$ cat src/rtl/uart_rx_fifo.sv
// Purpose: receive byte FIFO between the UART AXI-stream output and the CSR data read path.
// Latency: a byte pushed at edge N is on rd_data_o (first-word fall-through) in cycle N+1.
// Backpressure: none; tready is 1 outside reset, bytes arriving while full are dropped and flagged.
module uart_rx_fifo #(
  parameter int DEPTH     = 16,
  parameter int WIDTH     = 8,
  parameter int THRESHOLD = 8
) (
  input  logic                       clk_i,
  input  logic                       rst_i,
  input  logic [WIDTH-1:0]           s_axis_tdata,
  input  logic                       s_axis_tvalid,
  output logic                       s_axis_tready,
  output logic [WIDTH-1:0]           rd_data_o,
  output logic                       not_empty_o,
  input  logic                       rd_strobe_i,
  output logic [$clog2(DEPTH+1)-1:0] level_o,
  output logic                       overrun_o,
  input  logic                       clr_overrun_i,
  input  logic                       flush_i,
  output logic                       irq_o
);

  localparam int AW = $clog2(DEPTH);
  localparam int PW = AW + 1;
  localparam int LW = $clog2(DEPTH + 1);
  localparam logic [LW-1:0] DEPTH_L = LW'(DEPTH);
  localparam logic [LW-1:0] THRESH_L = LW'(THRESHOLD);

  logic [WIDTH-1:0] mem [DEPTH];
  logic [PW-1:0]    wr_ptr;
  logic [PW-1:0]    rd_ptr;
  logic [LW-1:0]    level;
  logic [LW-1:0]    level_nxt;
  logic             overrun;
  logic             irq;

  logic full;
  logic push_req;
  logic pop;
  logic push;
  logic drop;
  logic irq_nxt;

  // The receiver is only held off while reset is asserted.
  assign s_axis_tready = ~rst_i;

  assign full     = (level == DEPTH_L);
  assign push_req = s_axis_tvalid & s_axis_tready;
  assign pop      = rd_strobe_i & not_empty_o;
  // A full FIFO still takes a byte when the head leaves in the same cycle.
  assign push     = push_req & (~full | pop);
  assign drop     = push_req & full & ~pop;

  // Next fill level: moves only when exactly one of push/pop happens.
  always_comb begin
    level_nxt = level;
    case ({push, pop})
      2'b10:   level_nxt = level + LW'(1);
      2'b01:   level_nxt = level - LW'(1);
      default: level_nxt = level;
    endcase
  end

  // Threshold strobe fires only on the upward crossing; flush never crosses upward.
  always_comb begin
    irq_nxt = 1'b0;
    if (!flush_i) begin
      irq_nxt = (level < THRESH_L) && (level_nxt >= THRESH_L);
    end
  end

  // Pointer and level registers; flush empties the FIFO but leaves overrun alone.
  always_ff @(posedge clk_i) begin
    if (rst_i) begin
      wr_ptr <= '0;
      rd_ptr <= '0;
      level  <= '0;
    end else if (flush_i) begin
      wr_ptr <= '0;
      rd_ptr <= '0;
      level  <= '0;
    end else begin
      if (push) wr_ptr <= wr_ptr + PW'(1);
      if (pop)  rd_ptr <= rd_ptr + PW'(1);
      level <= level_nxt;
    end
  end

  // Storage write; contents need no reset because level gates their visibility.
  always_ff @(posedge clk_i) begin
    if (!rst_i && !flush_i && push) begin
      mem[wr_ptr[AW-1:0]] <= s_axis_tdata;
    end
  end

  // Sticky overrun: a new drop wins over a same-cycle clear.
  always_ff @(posedge clk_i) begin
    if (rst_i) begin
      overrun <= 1'b0;
    end else if (drop && !flush_i) begin
      overrun <= 1'b1;
    end else if (clr_overrun_i) begin
      overrun <= 1'b0;
    end
  end

  // Registered one-cycle threshold strobe.
  always_ff @(posedge clk_i) begin
    if (rst_i) begin
      irq <= 1'b0;
    end else begin
      irq <= irq_nxt;
    end
  end

  assign level_o     = level;
  assign not_empty_o = (level != '0);
  assign overrun_o   = overrun;
  assign irq_o       = irq;
  // Head is forced to zero while empty so the output is clean after reset.
  assign rd_data_o   = not_empty_o ? mem[rd_ptr[AW-1:0]] : '0;

  // Pointer distance must always agree with the level counter.
  ptr_level_consistent : assert property (
    @(posedge clk_i) disable iff (rst_i)
    (PW'(wr_ptr - rd_ptr) == PW'(level))
  );

endmodule

$ cat config.mk
export PLATFORM = sky130hd
export DESIGN_NAME = uart_rx_fifo
export DESIGN_NICKNAME = d
export VERILOG_FILES = /design/src/rtl/uart_rx_fifo.sv
export SDC_FILE = /design/constraint.sdc
export NUM_CORES = 1
export LEC_CHECK = 0
export ABC_AREA = 1
export CORE_ASPECT_RATIO = 0.8
export CORE_UTILIZATION = 30
export DETAILED_ROUTE_END_ITERATION = 6
export REMOVE_ABC_BUFFERS = 1
export SYNTH_ARGS = -nofsm -noshare
export SYNTH_HDL_FRONTEND = slang
export SYNTH_SLANG_ARGS = --single-unit
export TNS_END_PERCENT = 30
$ cat constraint.sdc
create_clock -name clk_i -period 1.9 [get_ports clk_i]
set_input_delay 0.38 -clock clk_i [delete_from_list [all_inputs] [get_ports clk_i]]
set_output_delay 0.38 -clock clk_i [all_outputs]
set_load 0.01 [all_outputs]
==> impl_metrics.csv <==
group,metric,value,unit
die,rows,45,
outcome,violations,"negative setup slack",
clock_network,htreeDepth,4,
outcome,status,"finished with violations",
setup_path,reg2regPathDepth,10,
power_and_ir_drop,peakVddDrop,0.697,mV
die,die_y,129,microns
worst_hold_path,hp-class,"reg -> reg",
setup_path,critPathKind,"reg -> out",
finish,final_util,0.423,
setup_path,arrival,1930,ps
finish,final_cell_mix,"edfxtp_1 (128), nor2_1 (86), o21ai_0 (52), buf_4 (51), nand2_1 (23)",
power_and_ir_drop,p_total,7070,uW
setup_path,worstPathMaxFanout,7,
finish,layout-drive-gt1-share,0.293,
clock_network,clock_sinks,147,
sta,grt_setup_unrepaired,"yes",
sta,setup_viol,13,
worst_hold_path,hold_depth,2,
placed_design,port-buffer-count,30,
run,drv_cap,0,
sta,finClkSkew,9.80,ps
yosys,yosysWarningCount,0,
route,via_per_inst,5.03,
sta,max_slew.worst_pin.slew,667,ps
sta,max_freq,433,MHz
global_routing,grt_max_degree,18,
setup_path,r2r_slack,-10,ps
placed_design,dp_cells,832,
finish,n_antenna_cell,0,
yosys,synth_seq_cells,147,
clock_network,clkTransAtPathRegs,60,ps
yosys,synth.avg_cell_area,12.0,sq um
setup_path,worst_setup_path_end_kind,"output port",
die,die-area,20700,sq um
yosys,synthCells,500,
global_routing,antenna_found_initial,0,
global_routing,grt_pass1_wl,24.8,mm
setup_path,cp-start-kind,"flip-flop",
die,die_w,160,microns
finish,area_delta_synth_final,35.6,%
finish,final_nets,631,
clock_network,clk_path_buf_depth,2,
placed_design,placed_cell_area,7140,sq um
route,wl_per_cell,18.7,microns
yosys,ys_types,31,
die,ios,31,
route,drt-initial-drc-count,507,
die,initial_utilization,0.312,
clock_network,clock_latency,420,ps
finish,stdcell_count,882,
route,first_pass_iters,5,
sta,report.final.slew_viol_count,0,
finish,multi_input_area,1750,sq um
finish,seq_area,4230,sq um
yosys,yosysSeqAreaShare,0.701,
route,ant_nets,0,
setup_path,required,1520,ps
sta,hold_viol_final,0,
clock_network,numCtsBuffers,17,
global_routing,gr-total-overflow,0,
power_and_ir_drop,p_per_area,865,nW/um^2
route,wl,16.5,mm
sta,fin_crit_sh,1.22,
yosys,syn_area,6020,sq um
finish,n_fill_cell,1703,
sta,max-slew-margin-rel,0.554,
route,route.detailed.drc,0,
clock_network,cts_root_buf,"clkbuf_16",
global_routing,grt_pass1_vias,4275,
sta,setup_ws,-411,ps
placed_design,hpwl,10.2,mm
finish,layout_commonest_cell,"edfxtp_1",
route,via_count,4436,
placed_design,place.gp.congestion,0.782,
clock_network,cts_tree,"done",
global_routing,grtUsageTotal,0.165,
sta,fin_crit,2310,ps
finish,finalInstanceArea,8170,sq um
power_and_ir_drop,p_leak,0.00288,uW
die,core_area,19300,sq um
## cell families (layout without fill, tap and decap cells)
logic type	Yosys count	after routing	share of synthesized area
buffers and inverters	55	179	0.0361
adder cells (fa/ha/maj)	6	6	0.0125
flip-flops	147	147	0.701
AND/OR/NAND/NOR	164	164	0.123
XOR/XNOR	1	1	0.00145
AO/OA/AOI/OAI	127	127	0.125
## where the power goes
| group | internal [uW] | leakage, uW | switching (uW) |
|---|---|---|---|
| Clock | 1670 | 0.000246 | 1290 |
| Sequential | 3520 | 0.00131 | 12.7 |
| Combinational | 249 | 0.00132 | 321 |
## worst max-delay path, stage by stage (launching register included)
cell      delay [ps]
dfxtp_4          370
buf_12           150
inv_8             80
buf_12           120
nor2_1            40
o221ai_1         230
nand3_1          190
a21oi_2          180
buf_2            150
## flip-flops by register name, summed over array words and instances, names as in the netlist, named ones only
signal / cells
wr_ptr: 4
overrun_o: 1
irq_o: 1
level_o: 5
mem: 128
rd_ptr: 4
## through the flow
step / hold WS, ps / TNS [ps] / worst slack, ps
floorplan: 436 / -16350 / -950
global placement: 450 / -37440 / -520
detailed placement: 468 / -39990 / -523
CTS: 479 / -2990 / -402
global route: 508 / -6640 / -502
finish: 483 / -3050 / -411
## cells in the mapped netlist
cell      instances  area [sq um]
edfxtp_1        128          3840
nor2_1           93           349
o21ai_0          69           345
nand2_1          29           109
inv_1            26          97.6
o221ai_1         26           228
dfxtp_1          19           380
nand3_1          19          95.1
a21oi_1          15          75.1
clkbuf_1         13          48.8
buf_2             9          45.0
nor3_1            9          45.0
ha_1              6          75.1
o21ai_1           6          30.0
o22ai_1           6          37.5
inv_2             5          18.8
nand4_1           3          18.8
nor2_4            3          33.8
a211oi_1          2          15.0
nand3_2           2          20.0
nand3_4           2          35.0
buf_1             1          3.75
clkinv_1          1          3.75
nand2_2           1          6.26
nand2_4           1          11.3
nand4_2           1          12.5
o21ai_2           1          8.76
o21bai_1          1          7.51
o32ai_1           1          8.76
or2_1             1          6.26
xnor2_1           1          8.76
## what timing repair did
action                     CTS  global route
pin swaps                   17            27
setup endpoints to repair   24           125
hold buffers                 0             0
gates resized for setup     75            66
setup buffers                4             9
gates cloned                 5             3
## worst paths after layout
path / from / to
hold / removal: rd_ptr[3]$_SDFFE_PP0N_ / rd_ptr[3]$_SDFFE_PP0N_
setup / recovery: flip-flop / rd_data_o[6]
setup reg to reg: level_o[3]$_SDFF_PP0_ / mem[15][6]$_DFFE_PP_
hold reg to reg: rd_ptr[3]$_SDFFE_PP0N_ / rd_ptr[3]$_SDFFE_PP0N_
## per-layer routing
layer	share of wire	GRT usage	wire length, microns	vias to the layer above
li1	-	-	-	2067
met1	0.43	0.211	7080	2175
met2	0.48	0.269	7930	171
met3	0.072	0.0422	1180	23
met4	0.017	0.0683	273	0
met5	0	0	0	-
## final cells by class
class / count / area share
flip-flops and latches: 147 / 0.518
clock inverters: 12 / 0.0103
clock buffers: 20 / 0.0535
multi-input cells: 298 / 0.215
repair buffers: 114 / 0.144
repair inverters: 1 / 0.00138
well taps: 258 / 0.0395
inverters: 32 / 0.0179
No activity file was read; power rests on OpenSTA's default activity.
